<file path="config.mk">
export PLATFORM = sky130hd
export DESIGN_NAME = piso_flex_flat
export DESIGN_NICKNAME = d
export VERILOG_FILES = /design/src/rtl/piso_pkg.sv /design/src/rtl/piso_flex_if.sv /design/src/rtl/piso_slot.sv /design/src/rtl/piso_flex.sv /design/src/flat_wrapper.sv
export SDC_FILE = /design/constraint.sdc
export NUM_CORES = 1
export LEC_CHECK = 0
export CORE_ASPECT_RATIO = 0.7
export CORE_MARGIN = 2
export CORE_UTILIZATION = 45
export CTS_BUF_LIST = sky130_fd_sc_hd__clkbuf_4 sky130_fd_sc_hd__clkbuf_8
export DETAILED_ROUTE_END_ITERATION = 10
export GPL_TIMING_DRIVEN = 0
export MAX_ROUTING_LAYER = met4
export PLACE_DENSITY_LB_ADDON = 0.08
export SYNTH_ARGS = -nofsm -noshare
export SYNTH_HDL_FRONTEND = slang
export SYNTH_HIERARCHICAL = 1
export SYNTH_SLANG_ARGS = --single-unit
export TNS_END_PERCENT = 30
</file>
<file path="constraint.sdc">
create_clock -name CLK -period 8.4 [get_ports CLK]
set_input_delay 1.26 -clock CLK [delete_from_list [all_inputs] [get_ports CLK]]
set_output_delay 1.26 -clock CLK [all_outputs]
set_load 0.01 [all_outputs]
</file>
<file path="src/rtl/piso_pkg.sv">
// Shared definitions for the piso_flex width converter.
//   clog2      : ceiling log2 used to size the slice counters
//   DEF_*      : default parallel/serial widths
//   state_e    : occupancy state, encoded as {nxt.valid, cur.valid}
//   slot_t     : slot view {data, num, last, valid} at the default widths
package piso_pkg;

  localparam int unsigned DEF_IN_W  = 64;
  localparam int unsigned DEF_OUT_W = 16;

  function automatic int unsigned clog2(input int unsigned v);
    int unsigned r;
    r = 0;
    while ((64'd1 << r) < 64'(v)) r++;
    return r;
  endfunction

  typedef enum logic [1:0] {
    ST_EMPTY = 2'b00,
    ST_ONE   = 2'b01,
    ST_TWO   = 2'b11
  } state_e;

  typedef struct packed {
    logic [DEF_IN_W-1:0]                         data;
    logic [clog2(DEF_IN_W/DEF_OUT_W + 1)-1:0]    num;
    logic                                        last;
    logic                                        valid;
  } slot_t;

endpackage

</file>
<file path="src/rtl/piso_flex_if.sv">
// Handshake bundle for piso_flex.
//   IN_VLD/IN_RDY/IN_DAT/IN_NUM/IN_LAST : wide word input side
//   OUT_VLD/OUT_RDY/OUT_DAT/OUT_LAST    : narrow slice output side
//   BUSY                                : a word is buffered in the converter
// slave = converter view, master = producer/consumer (bench) view.
interface piso_flex_if
  import piso_pkg::*;
#(
  parameter int unsigned DATA_IN_WIDTH  = DEF_IN_W,
  parameter int unsigned DATA_OUT_WIDTH = DEF_OUT_W
);
  localparam int unsigned NUM   = DATA_IN_WIDTH / DATA_OUT_WIDTH;
  localparam int unsigned CNT_W = clog2(NUM + 1);

  logic                      IN_VLD;
  logic                      IN_LAST;
  logic [DATA_IN_WIDTH-1:0]  IN_DAT;
  logic [CNT_W-1:0]          IN_NUM;
  logic                      IN_RDY;
  logic [DATA_OUT_WIDTH-1:0] OUT_DAT;
  logic                      OUT_VLD;
  logic                      OUT_LAST;
  logic                      OUT_RDY;
  logic                      BUSY;

  modport slave (
    input  IN_VLD, IN_LAST, IN_DAT, IN_NUM, OUT_RDY,
    output IN_RDY, OUT_DAT, OUT_VLD, OUT_LAST, BUSY
  );

  modport master (
    output IN_VLD, IN_LAST, IN_DAT, IN_NUM, OUT_RDY,
    input  IN_RDY, OUT_DAT, OUT_VLD, OUT_LAST, BUSY
  );
endinterface

</file>
<file path="src/rtl/piso_slot.sv">
// One word buffer slot: captures data/num/last and raises valid on load,
// drops valid on clear. The slice count is clamped at capture so that
// 0 or anything above NUM means a full word.
//   CLK, RST_N        : clock, async active-low reset
//   load_i, clear_i   : capture (wins) / invalidate
//   data_i/num_i/last_i : word to capture
//   data_o/num_o/last_o/valid_o : stored slot contents
module piso_slot #(
  parameter int unsigned DW    = 64,
  parameter int unsigned NUM   = 4,
  parameter int unsigned CNT_W = 3
) (
  input  logic             CLK,
  input  logic             RST_N,
  input  logic             load_i,
  input  logic             clear_i,
  input  logic [DW-1:0]    data_i,
  input  logic [CNT_W-1:0] num_i,
  input  logic             last_i,
  output logic [DW-1:0]    data_o,
  output logic [CNT_W-1:0] num_o,
  output logic             last_o,
  output logic             valid_o
);
  localparam logic [CNT_W-1:0] NUM_C = CNT_W'(NUM);

  logic [DW-1:0]    data_q, data_d;
  logic [CNT_W-1:0] num_q, num_d;
  logic             last_q, last_d;
  logic             valid_q, valid_d;

  always_comb begin
    data_d  = data_q;
    num_d   = num_q;
    last_d  = last_q;
    valid_d = valid_q;
    if (load_i) begin
      data_d  = data_i;
      num_d   = ((num_i == '0) || (num_i > NUM_C)) ? NUM_C : num_i;
      last_d  = last_i;
      valid_d = 1'b1;
    end else if (clear_i) begin
      last_d  = 1'b0;
      valid_d = 1'b0;
    end
  end

  always_ff @(posedge CLK or negedge RST_N) begin
    if (!RST_N) begin
      data_q  <= '0;
      num_q   <= '0;
      last_q  <= 1'b0;
      valid_q <= 1'b0;
    end else begin
      data_q  <= data_d;
      num_q   <= num_d;
      last_q  <= last_d;
      valid_q <= valid_d;
    end
  end

  assign data_o  = data_q;
  assign num_o   = num_q;
  assign last_o  = last_q;
  assign valid_o = valid_q;
endmodule

</file>
<file path="src/rtl/piso_flex.sv">
// Parallel-in/serial-out width converter with per-word slice count,
// selectable slice order and a two-entry (cur + skid nxt) input buffer.
//   CLK, RST_N : clock, async active-low reset
//   bus        : piso_flex_if.slave -- IN_* word input with registered IN_RDY,
//                OUT_* slice output, BUSY while a word is held
// Slices are selected by index from the held word; the word is never shifted.
module piso_flex
  import piso_pkg::*;
#(
  parameter int unsigned DATA_IN_WIDTH  = DEF_IN_W,
  parameter int unsigned DATA_OUT_WIDTH = DEF_OUT_W,
  parameter bit          MSB_FIRST      = 1'b0
) (
  input  logic         CLK,
  input  logic         RST_N,
  piso_flex_if.slave   bus
);
  localparam int unsigned      NUM   = DATA_IN_WIDTH / DATA_OUT_WIDTH;
  localparam int unsigned      CNT_W = clog2(NUM + 1);
  localparam logic [CNT_W-1:0] TOP_C = CNT_W'(NUM - 1);

  logic [DATA_IN_WIDTH-1:0] cur_data, nxt_data, cur_din;
  logic [CNT_W-1:0]         cur_num, nxt_num, cur_nin;
  logic                     cur_last, nxt_last, cur_lin;
  logic                     cur_valid, nxt_valid;
  logic                     cur_load, cur_clear, nxt_load, nxt_clear, cur_from_nxt;
  logic [CNT_W-1:0]         idx_q, idx_d, sel;
  logic                     in_hs, out_hs, at_end, fin;
  logic [DATA_OUT_WIDTH-1:0] slice;
  state_e                   state;

  // cur is refilled either from the skid entry or straight from the input
  assign cur_din = cur_from_nxt ? nxt_data : bus.IN_DAT;
  assign cur_nin = cur_from_nxt ? nxt_num  : bus.IN_NUM;
  assign cur_lin = cur_from_nxt ? nxt_last : bus.IN_LAST;

  piso_slot #(.DW(DATA_IN_WIDTH), .NUM(NUM), .CNT_W(CNT_W)) u_cur (
    .CLK     (CLK),
    .RST_N   (RST_N),
    .load_i  (cur_load),
    .clear_i (cur_clear),
    .data_i  (cur_din),
    .num_i   (cur_nin),
    .last_i  (cur_lin),
    .data_o  (cur_data),
    .num_o   (cur_num),
    .last_o  (cur_last),
    .valid_o (cur_valid)
  );

  piso_slot #(.DW(DATA_IN_WIDTH), .NUM(NUM), .CNT_W(CNT_W)) u_nxt (
    .CLK     (CLK),
    .RST_N   (RST_N),
    .load_i  (nxt_load),
    .clear_i (nxt_clear),
    .data_i  (bus.IN_DAT),
    .num_i   (bus.IN_NUM),
    .last_i  (bus.IN_LAST),
    .data_o  (nxt_data),
    .num_o   (nxt_num),
    .last_o  (nxt_last),
    .valid_o (nxt_valid)
  );

  // occupancy state lives in the two slot valid flags
  assign state  = state_e'({nxt_valid, cur_valid});
  assign in_hs  = bus.IN_VLD & ~nxt_valid;
  assign out_hs = cur_valid & bus.OUT_RDY;
  assign at_end = (idx_q == (cur_num - CNT_W'(1)));
  assign fin    = out_hs & at_end;

  always_comb begin
    cur_load     = 1'b0;
    cur_clear    = 1'b0;
    nxt_load     = 1'b0;
    nxt_clear    = 1'b0;
    cur_from_nxt = 1'b0;
    idx_d        = idx_q;
    unique case (state)
      ST_EMPTY: begin
        if (in_hs) begin
          cur_load = 1'b1;
          idx_d    = '0;
        end
      end
      ST_ONE: begin
        if (fin) begin
          idx_d = '0;
          // final slice leaving while a word arrives: refill cur directly
          if (in_hs) cur_load  = 1'b1;
          else       cur_clear = 1'b1;
        end else begin
          if (in_hs)  nxt_load = 1'b1;
          if (out_hs) idx_d    = idx_q + CNT_W'(1);
        end
      end
      ST_TWO: begin
        if (fin) begin
          cur_load     = 1'b1;
          cur_from_nxt = 1'b1;
          nxt_clear    = 1'b1;
          idx_d        = '0;
        end else if (out_hs) begin
          idx_d = idx_q + CNT_W'(1);
        end
      end
      default: begin
      end
    endcase
  end

  always_ff @(posedge CLK or negedge RST_N) begin
    if (!RST_N) idx_q <= '0;
    else        idx_q <= idx_d;
  end

  assign sel = MSB_FIRST ? (TOP_C - idx_q) : idx_q;

  always_comb begin
    slice = '0;
    for (int unsigned i = 0; i < NUM; i++) begin
      if (CNT_W'(i) == sel) slice = cur_data[i*DATA_OUT_WIDTH +: DATA_OUT_WIDTH];
    end
  end

  assign bus.IN_RDY   = ~nxt_valid;
  assign bus.OUT_VLD  = cur_valid;
  assign bus.OUT_DAT  = slice;
  assign bus.OUT_LAST = cur_valid & cur_last & at_end;
  assign bus.BUSY     = cur_valid;

  a_cfg: assert property (@(posedge CLK)
    ((DATA_IN_WIDTH % DATA_OUT_WIDTH) == 0) && (NUM >= 2));

  a_in_stable: assert property (@(posedge CLK) disable iff (!RST_N)
    (bus.IN_VLD && !bus.IN_RDY) ##1 bus.IN_VLD |->
      $stable({bus.IN_DAT, bus.IN_NUM, bus.IN_LAST}));
endmodule

</file>
<file path="src/flat_wrapper.sv">
// flat-port wrapper written by rule: the top's interface ports become plain ports
module piso_flex_flat import piso_pkg::*;
#(
  parameter int unsigned DATA_IN_WIDTH  = DEF_IN_W,
  parameter int unsigned DATA_OUT_WIDTH = DEF_OUT_W,
  parameter bit          MSB_FIRST      = 1'b0
)
  (CLK, RST_N, bus_IN_VLD, bus_IN_LAST, bus_IN_DAT, bus_IN_NUM, bus_OUT_RDY, bus_IN_RDY, bus_OUT_DAT, bus_OUT_VLD, bus_OUT_LAST, bus_BUSY);
  piso_flex_if #(.DATA_IN_WIDTH(DATA_IN_WIDTH), .DATA_OUT_WIDTH(DATA_OUT_WIDTH)) bus_i ();
  input  logic CLK;
  input  logic RST_N;
  input wire logic [$bits(bus_i.IN_VLD)-1:0] bus_IN_VLD;
  input wire logic [$bits(bus_i.IN_LAST)-1:0] bus_IN_LAST;
  input wire logic [$bits(bus_i.IN_DAT)-1:0] bus_IN_DAT;
  input wire logic [$bits(bus_i.IN_NUM)-1:0] bus_IN_NUM;
  input wire logic [$bits(bus_i.OUT_RDY)-1:0] bus_OUT_RDY;
  output wire logic [$bits(bus_i.IN_RDY)-1:0] bus_IN_RDY;
  output wire logic [$bits(bus_i.OUT_DAT)-1:0] bus_OUT_DAT;
  output wire logic [$bits(bus_i.OUT_VLD)-1:0] bus_OUT_VLD;
  output wire logic [$bits(bus_i.OUT_LAST)-1:0] bus_OUT_LAST;
  output wire logic [$bits(bus_i.BUSY)-1:0] bus_BUSY;
  assign bus_i.IN_VLD = bus_IN_VLD;
  assign bus_i.IN_LAST = bus_IN_LAST;
  assign bus_i.IN_DAT = bus_IN_DAT;
  assign bus_i.IN_NUM = bus_IN_NUM;
  assign bus_i.OUT_RDY = bus_OUT_RDY;
  assign bus_IN_RDY = bus_i.IN_RDY;
  assign bus_OUT_DAT = bus_i.OUT_DAT;
  assign bus_OUT_VLD = bus_i.OUT_VLD;
  assign bus_OUT_LAST = bus_i.OUT_LAST;
  assign bus_BUSY = bus_i.BUSY;
  piso_flex #(.DATA_IN_WIDTH(DATA_IN_WIDTH), .DATA_OUT_WIDTH(DATA_OUT_WIDTH), .MSB_FIRST(MSB_FIRST)) u_core (.CLK(CLK), .RST_N(RST_N), .bus(bus_i));
endmodule
</file>
==> flow_summary.json, run 1 <==
{
  "ys_warn_count": 6,
  "dp_cells": 832,
  "yosys.area.top_type": "dfrtp_1",
  "core_area_sq_um": 16300,
  "hold_buffers": 0,
  "period_minus_slack_ns": 4.64,
  "layout_common_cells": "dfrtp_1, mux2_4, clkdlybuf4s50_1",
  "cts_tree": "built",
  "grt_start_max_net_pins": 84,
  "via_per_inst": 5.15,
  "wl_microns": 16700,
  "drive_above_1_share": 0.392,
  "dpl_worst_slack_ns": 4.23,
  "drv_cap": 0,
  "relSlewSlack": 0.459,
  "avgSynthCellArea_sq_um": 14.6,
  "rsz0062_at_grt": "no",
  "clk_pin_slew_ns": 0.08,
  "crit_type": "flip-flop to primary output",
  "mostFrequentLayoutCell": "dfrtp_1",
  "dp_hpwl_microns": 11800,
  "fp.dieH_microns": 112,
  "setup_ws_ns": 3.76,
  "htreeDepth": 4,
  "drt_iter0_markers": 191,
  "start_kind": "flip-flop",
  "cts_made_buffers": 17,
  "drcViolationCount": 0,
  "setup_viol": 0,
  "finalSetupTns_ns": 0,
  "gp_congestion": 0.825,
  "syn-instance-count": 515,
  "critical-path-max-stage-delay_ns": 0.61,
  "grt_pass1_wl_microns": 26800,
  "num_io_pins": 92,
  "crit_required_ns": 7.14,
  "synth_top_cell_area_share": 0.469,
  "post_cts_buffers": 0,
  "synthTopCellsByArea": "dfrtp_1, mux2_4, mux2_2",
  "area_growth_pct": 21.1,
  "rows": 39,
  "finalMaxSlewViolations": 0,
  "initial_core_util": 0.460,
  "hold_violations": 0,
  "port-buffer-count": 91,
  "cts.sinks": 141,
  "yosysSeqAreaShare": 0.469,
  "synth_seq_cells": 141,
  "power_density_nw_per_um2": 370,
  "crit_path_cell_trace": "ha_1 -> ha_1 -> clkbuf_1 -> nor2_1 -> clkbuf_1 -> o21ai_0 -> o21ai_0 -> clkdlybuf4s50_1",
  "post_drt_wl_per_cell_microns": 19.3,
  "leakage_nw": 3.96,
  "ant_nets": 0,
  "post_cts_resized": 0,
  "worstSetupEndpointType": "primary output",
  "die_area_sq_um": 17800,
  "synth_area_sq_um": 7520,
  "antenna_found_initial": 0,
  "fin_crit_sh": 0.553,
  "grt_pass1_vias": 4729,
  "ys_types": 34,
  "syn-num-nets": 595,
  "antennaDiodeCount": 0,
  "peakVddDrop_mv": 0.143,
  "fin_skew_ns": 0.0130,
  "stdcell_count": 863,
  "critPathArrivalTime_ns": 3.38,
  "clk_path_buf_depth": 2,
  "grt_remaining_overflow": 0,
  "die_w_microns": 159,
  "cts_root_buf": "clkbuf_8",
  "hp-class": "flip-flop to flip-flop",
  "grtUsageTotal": 0.207,
  "fillers": 1317,
  "path_buf_inv": 3,
  "outcome": "finished clean",
  "dr_total_vias": 4447,
  "cpLargestDelayFamily": "buffers and inverters",
  "max_freq_mhz": 215,
  "insertion_delay_ns": 0.46,
  "crit_path_max_fanout": 10,
  "worstMarginPinSlew_ns": 0.812,
  "fin_nets": 706,
  "cp_slowest_cell": "clkdlybuf4s50_1",
  "first_pass_iters": 4
}
==> layer usage <==
metal	global-route usage	routed length, microns	vias to the layer above
met5	-	0	-
met4	0.0589	218	0
met3	0.0510	691	16
met2	0.283	7130	95
met1	0.306	8660	2262
li1	-	-	2074
==> worst reg2reg max path, cell delays in order, from the launching register on <==
cell and delay (ns):
dfrtp_1 0.42, inv_1 0.07, ha_1 0.14, xor3_1 0.47, nor4_4 0.46, buf_4 0.31, buf_6 0.21, mux2_1 0.35
or2_2 0.30, ha_1 0.26, nand3b_1 0.14, o21ai_0 0.07
==> path summary, 6_finish.rpt <==
path	cells after the start	end	slack (ns)	startpoint
hold / removal	1	u_core/u_cur/last_o$_DFFE_PN0P_	0.51	u_core/u_cur/last_o$_DFFE_PN0P_
max in group asynchronous	2	u_core/u_nxt/data_o[56]$_DFFE_PN0P_	6.73	RST_N
hold reg to reg	1	u_core/u_cur/last_o$_DFFE_PN0P_	0.51	u_core/u_cur/last_o$_DFFE_PN0P_
setup / recovery	8	bus_OUT_DAT[8]	3.76	u_core/idx_q[0]$_DFFE_PN0P_
setup reg to reg	11	u_core/u_cur/num_o[1]$_DFFE_PN0P_	5.12	u_core/u_cur/num_o[0]$_DFFE_PN0P_
min in group asynchronous	1	u_core/u_nxt/num_o[2]$_DFFE_PN0P_	0.85	RST_N
==> logic make-up after synthesis <==
group,share of synthesized area
adder cells (fa/ha/maj),0.0133
AO/OA/AOI/OAI,0.0499
flip-flops,0.469
buffers and inverters,0.0582
XOR/XNOR,0.00549
AND/OR/NAND/NOR,0.0454
multiplexers,0.359
==> where the power goes <==
group	internal, W	switching, W	leakage (nW)	total (W)
Clock	0.000262	0.000256	0.190	0.000519
Combinational	0.000990	0.000631	2.08	0.00162
Sequential	0.00102	0.000207	1.68	0.00123
==> final cells by class <==
type	count	area, sq um	share of cell area
Multi-Input combinational cell	325	3560	0.391
Sequential cell	141	3530	0.387
Timing Repair Buffer	92	940	0.103
Buffer	34	382	0.0419
Clock buffer	24	299	0.0328
Tap cell	225	282	0.0309
Clock inverter	7	65.1	0.00714
Inverter	15	56.3	0.00618
==> Yosys cell counts, drive strengths merged <==
master and instances:
a211oi 17, a21o 2, a22o 2, a31o 2, and3 1, and3b 16
buf 24, clkbuf 10, dfrtp 141, ha 8, inv 15, mux2 196
mux2i 2, nand2 18, nand3 5, nand3b 2, nor2 4, nor2b 2
nor3 1, nor4 2, o21ai 35, o31ai 3, or2 2, or3 1
or3b 1, xnor2 2, xor3 1
==> state kept, by name, indices dropped and copies added (netlist names) <==
signal and count:
u_core/u_cur/data_o 64, u_core/u_cur/valid_o 1, u_core/u_nxt/data_o 64, u_core/u_cur/num_o 3, u_core/idx_q 3, u_core/u_nxt/valid_o 1
u_core/u_cur/last_o 1, u_core/u_nxt/num_o 3, u_core/u_nxt/last_o 1
==> stage by stage <==
step	hold WS, ns	util	area (sq um)	power, W
3_5_place_dp	0.478	0.535	8750	0.00285
3_3_place_gp	0.475	0.533	8720	0.00281
5_1_grt	0.521	0.557	9110	0.00358
2_1_floorplan	0.455	-	7520	0.00235
4_1_cts	0.503	0.557	9110	0.00340
6_report	0.505	0.557	9110	0.00337
(Power assumes the default switching activity.)
==> run 2, diff against run 1 <==
- clock period: 8.4 -> 4.4 ns (I/O delays scaled with it)
==> results of run 2 <==
Same layout as run 1 (identical final DEF). Status: finished clean.
Among the figures that moved: setup slack after placement 4.23 ns -> 0.829 ns; setup slack after layout 3.76 ns -> 0.356 ns; hold slack 0.505 ns -> 0.250 ns; register-to-register setup slack 5.12 ns -> 1.12 ns; total power 0.00337 W -> 0.00643 W; worst IR drop on VDD 0.143 mV -> 0.273 mV
==> run 3, diff against run 2 <==
- GPL_TIMING_DRIVEN: 0 -> 1
- SLEW_MARGIN: not set -> 5
==> run 3 against run 2 <==
Compared with the run above: combinational power decreased by 5%; fmax rose by 2.3%; power rose by 0.43%; sequential share of layout area up 0.91 points; first-iteration DRC count up 35%; critical path depth shrank 1; global-route usage shrank 0.88 points; worst setup slack gained 0.091 ns; clock power grew 20%; cell count is 2.8% lower; worst hold slack got worse by 0.088 ns; design area fell by 2.3%; critical endpoint is now bus_OUT_DAT[10].
==> flow_summary.json, run 3 (synthesis results as in run 1) <==
{
  "area_growth_pct": 18.3,
  "setup_viol": 0,
  "crit_required_ns": 3.74,
  "crit_path_max_fanout": 17,
  "via_per_inst": 5.15,
  "post_drt_wl_per_cell_microns": 18.9,
  "drv_cap": 0,
  "hold_buffers": 0,
  "layout_common_cells": "dfrtp_1, mux2_4, clkdlybuf4s50_1",
  "hp-class": "input pin to asynchronous set/reset pin",
  "dpl_worst_slack_ns": 0.943,
  "core_area_sq_um": 16300,
  "cts_root_buf": "clkbuf_8",
  "leakage_nw": 3.86,
  "dr_total_vias": 4324,
  "stdcell_count": 839,
  "drive_above_1_share": 0.388,
  "worstMarginPinSlew_ns": 0.886,
  "period_minus_slack_ns": 3.95,
  "cp_slowest_cell": "clkdlybuf4s50_1",
  "hold_violations": 0,
  "worstReg2RegStart": "u_core/u_cur/num_o[0]$_DFFE_PN0P_",
  "cts.sinks": 141,
  "insertion_delay_ns": 0.46,
  "ff2ff_setup_slack_ns": 1.40,
  "power_density_nw_per_um2": 726,
  "ant_nets": 0,
  "clk_pin_slew_ns": 0.08,
  "num_io_pins": 92,
  "grt_remaining_overflow": 0,
  "htreeDepth": 4,
  "initial_core_util": 0.460,
  "finalSetupTns_ns": 0,
  "fin_nets": 681,
  "mostFrequentLayoutCell": "dfrtp_1",
  "fp.dieH_microns": 112,
  "post_cts_resized": 0,
  "clk_path_buf_depth": 2,
  "crit_type": "flip-flop to primary output",
  "antenna_found_initial": 0,
  "drt_iter0_markers": 257,
  "fillers": 1324,
  "outcome": "finished clean",
  "cts_made_buffers": 17,
  "wl_microns": 15900,
  "path_buf_inv": 2,
  "dp_cells": 807,
  "grtUsageTotal": 0.199,
  "relSlewSlack": 0.409,
  "die_area_sq_um": 17800,
  "grt_start_max_net_pins": 68,
  "grt_pass1_wl_microns": 26000,
  "cpLargestDelayFamily": "buffers and inverters",
  "die_w_microns": 159,
  "gp_congestion": 0.864,
  "crit_path_cell_trace": "ha_1 -> ha_1 -> nor2_1 -> buf_4 -> o21ai_0 -> o21ai_0 -> clkdlybuf4s50_1",
  "worstSetupEndpointType": "primary output",
  "start_kind": "flip-flop",
  "first_pass_iters": 4,
  "post_cts_buffers": 0,
  "grt_pass1_vias": 4723,
  "fin_skew_ns": 0.0140,
  "critPathArrivalTime_ns": 3.29,
  "setup_ws_ns": 0.447,
  "rsz0062_at_grt": "no",
  "fin_crit_sh": 0.898,
  "cts_tree": "built",
  "dp_hpwl_microns": 10500,
  "rows": 39,
  "critPathLaunch": "u_core/idx_q[0]$_DFFE_PN0P_",
  "finalMaxSlewViolations": 0,
  "peakVddDrop_mv": 0.334,
  "antennaDiodeCount": 0,
  "drcViolationCount": 0,
  "port-buffer-count": 91,
  "critical-path-max-stage-delay_ns": 0.59,
  "max_freq_mhz": 253
}
[run 3: cell count changes in the layout (fill, tap and decap cells not counted), sizes merged]
cell / change
bufinv: +4
clkbuf: -14
buf: -15
clkinv: +1
[run 3: final timing paths]
path	to	cells after the start
setup / recovery	bus_OUT_DAT[10]	7
hold / removal	u_core/u_nxt/data_o[33]$_DFFE_PN0P_	1
setup reg to reg	u_core/u_cur/data_o[33]$_DFFE_PN0P_	7
hold reg to reg	u_core/u_nxt/data_o[53]$_DFFE_PN0P_	1
max in group asynchronous	u_core/u_cur/data_o[35]$_DFFE_PN0P_	2
min in group CLK	u_core/u_nxt/data_o[53]$_DFFE_PN0P_	1
[run 3: per-layer routing]
layer | GRT usage | routed length, microns | part of all wire | vias up
met3 | 0.0436 | 622 | 0.039 | 22
met2 | 0.275 | 6920 | 0.44 | 90
li1 | - | - | - | 2030
met4 | 0.0625 | 244 | 0.015 | 0
met5 | - | 0 | 0 | -
met1 | 0.290 | 8100 | 0.51 | 2182
[run 3: through the flow]
step | hold slack [ns] | utilization | area, sq um | total power [W]
detailed placement | 0.484 | 0.517 | 8450 | 0.00528
global route | 0.187 | 0.545 | 8900 | 0.00685
floorplan | 0.364 | - | 7520 | 0.00449
finish | 0.162 | 0.545 | 8900 | 0.00646
CTS | 0.165 | 0.545 | 8900 | 0.00652
global placement | 0.475 | 0.517 | 8450 | 0.00522
[run 3: cell type report]
cell class / count / area, sq um / area share
sequential: 141 / 3530 / 0.396
multi-input combinational: 325 / 3580 / 0.403
clock buffer: 20 / 256 / 0.0288
inverter: 15 / 56.3 / 0.00633
tap: 225 / 282 / 0.0316
timing repair buffer: 101 / 1000 / 0.112
clock inverter: 12 / 194 / 0.0218
[run 3: power breakdown]
part / internal, W / switching [W] / leakage [nW] / total (W)
sequential: 0.00195 / 0.000382 / 1.68 / 0.00233
combinational: 0.00178 / 0.00116 / 1.95 / 0.00294
clock: 0.000689 / 0.000498 / 0.227 / 0.00119
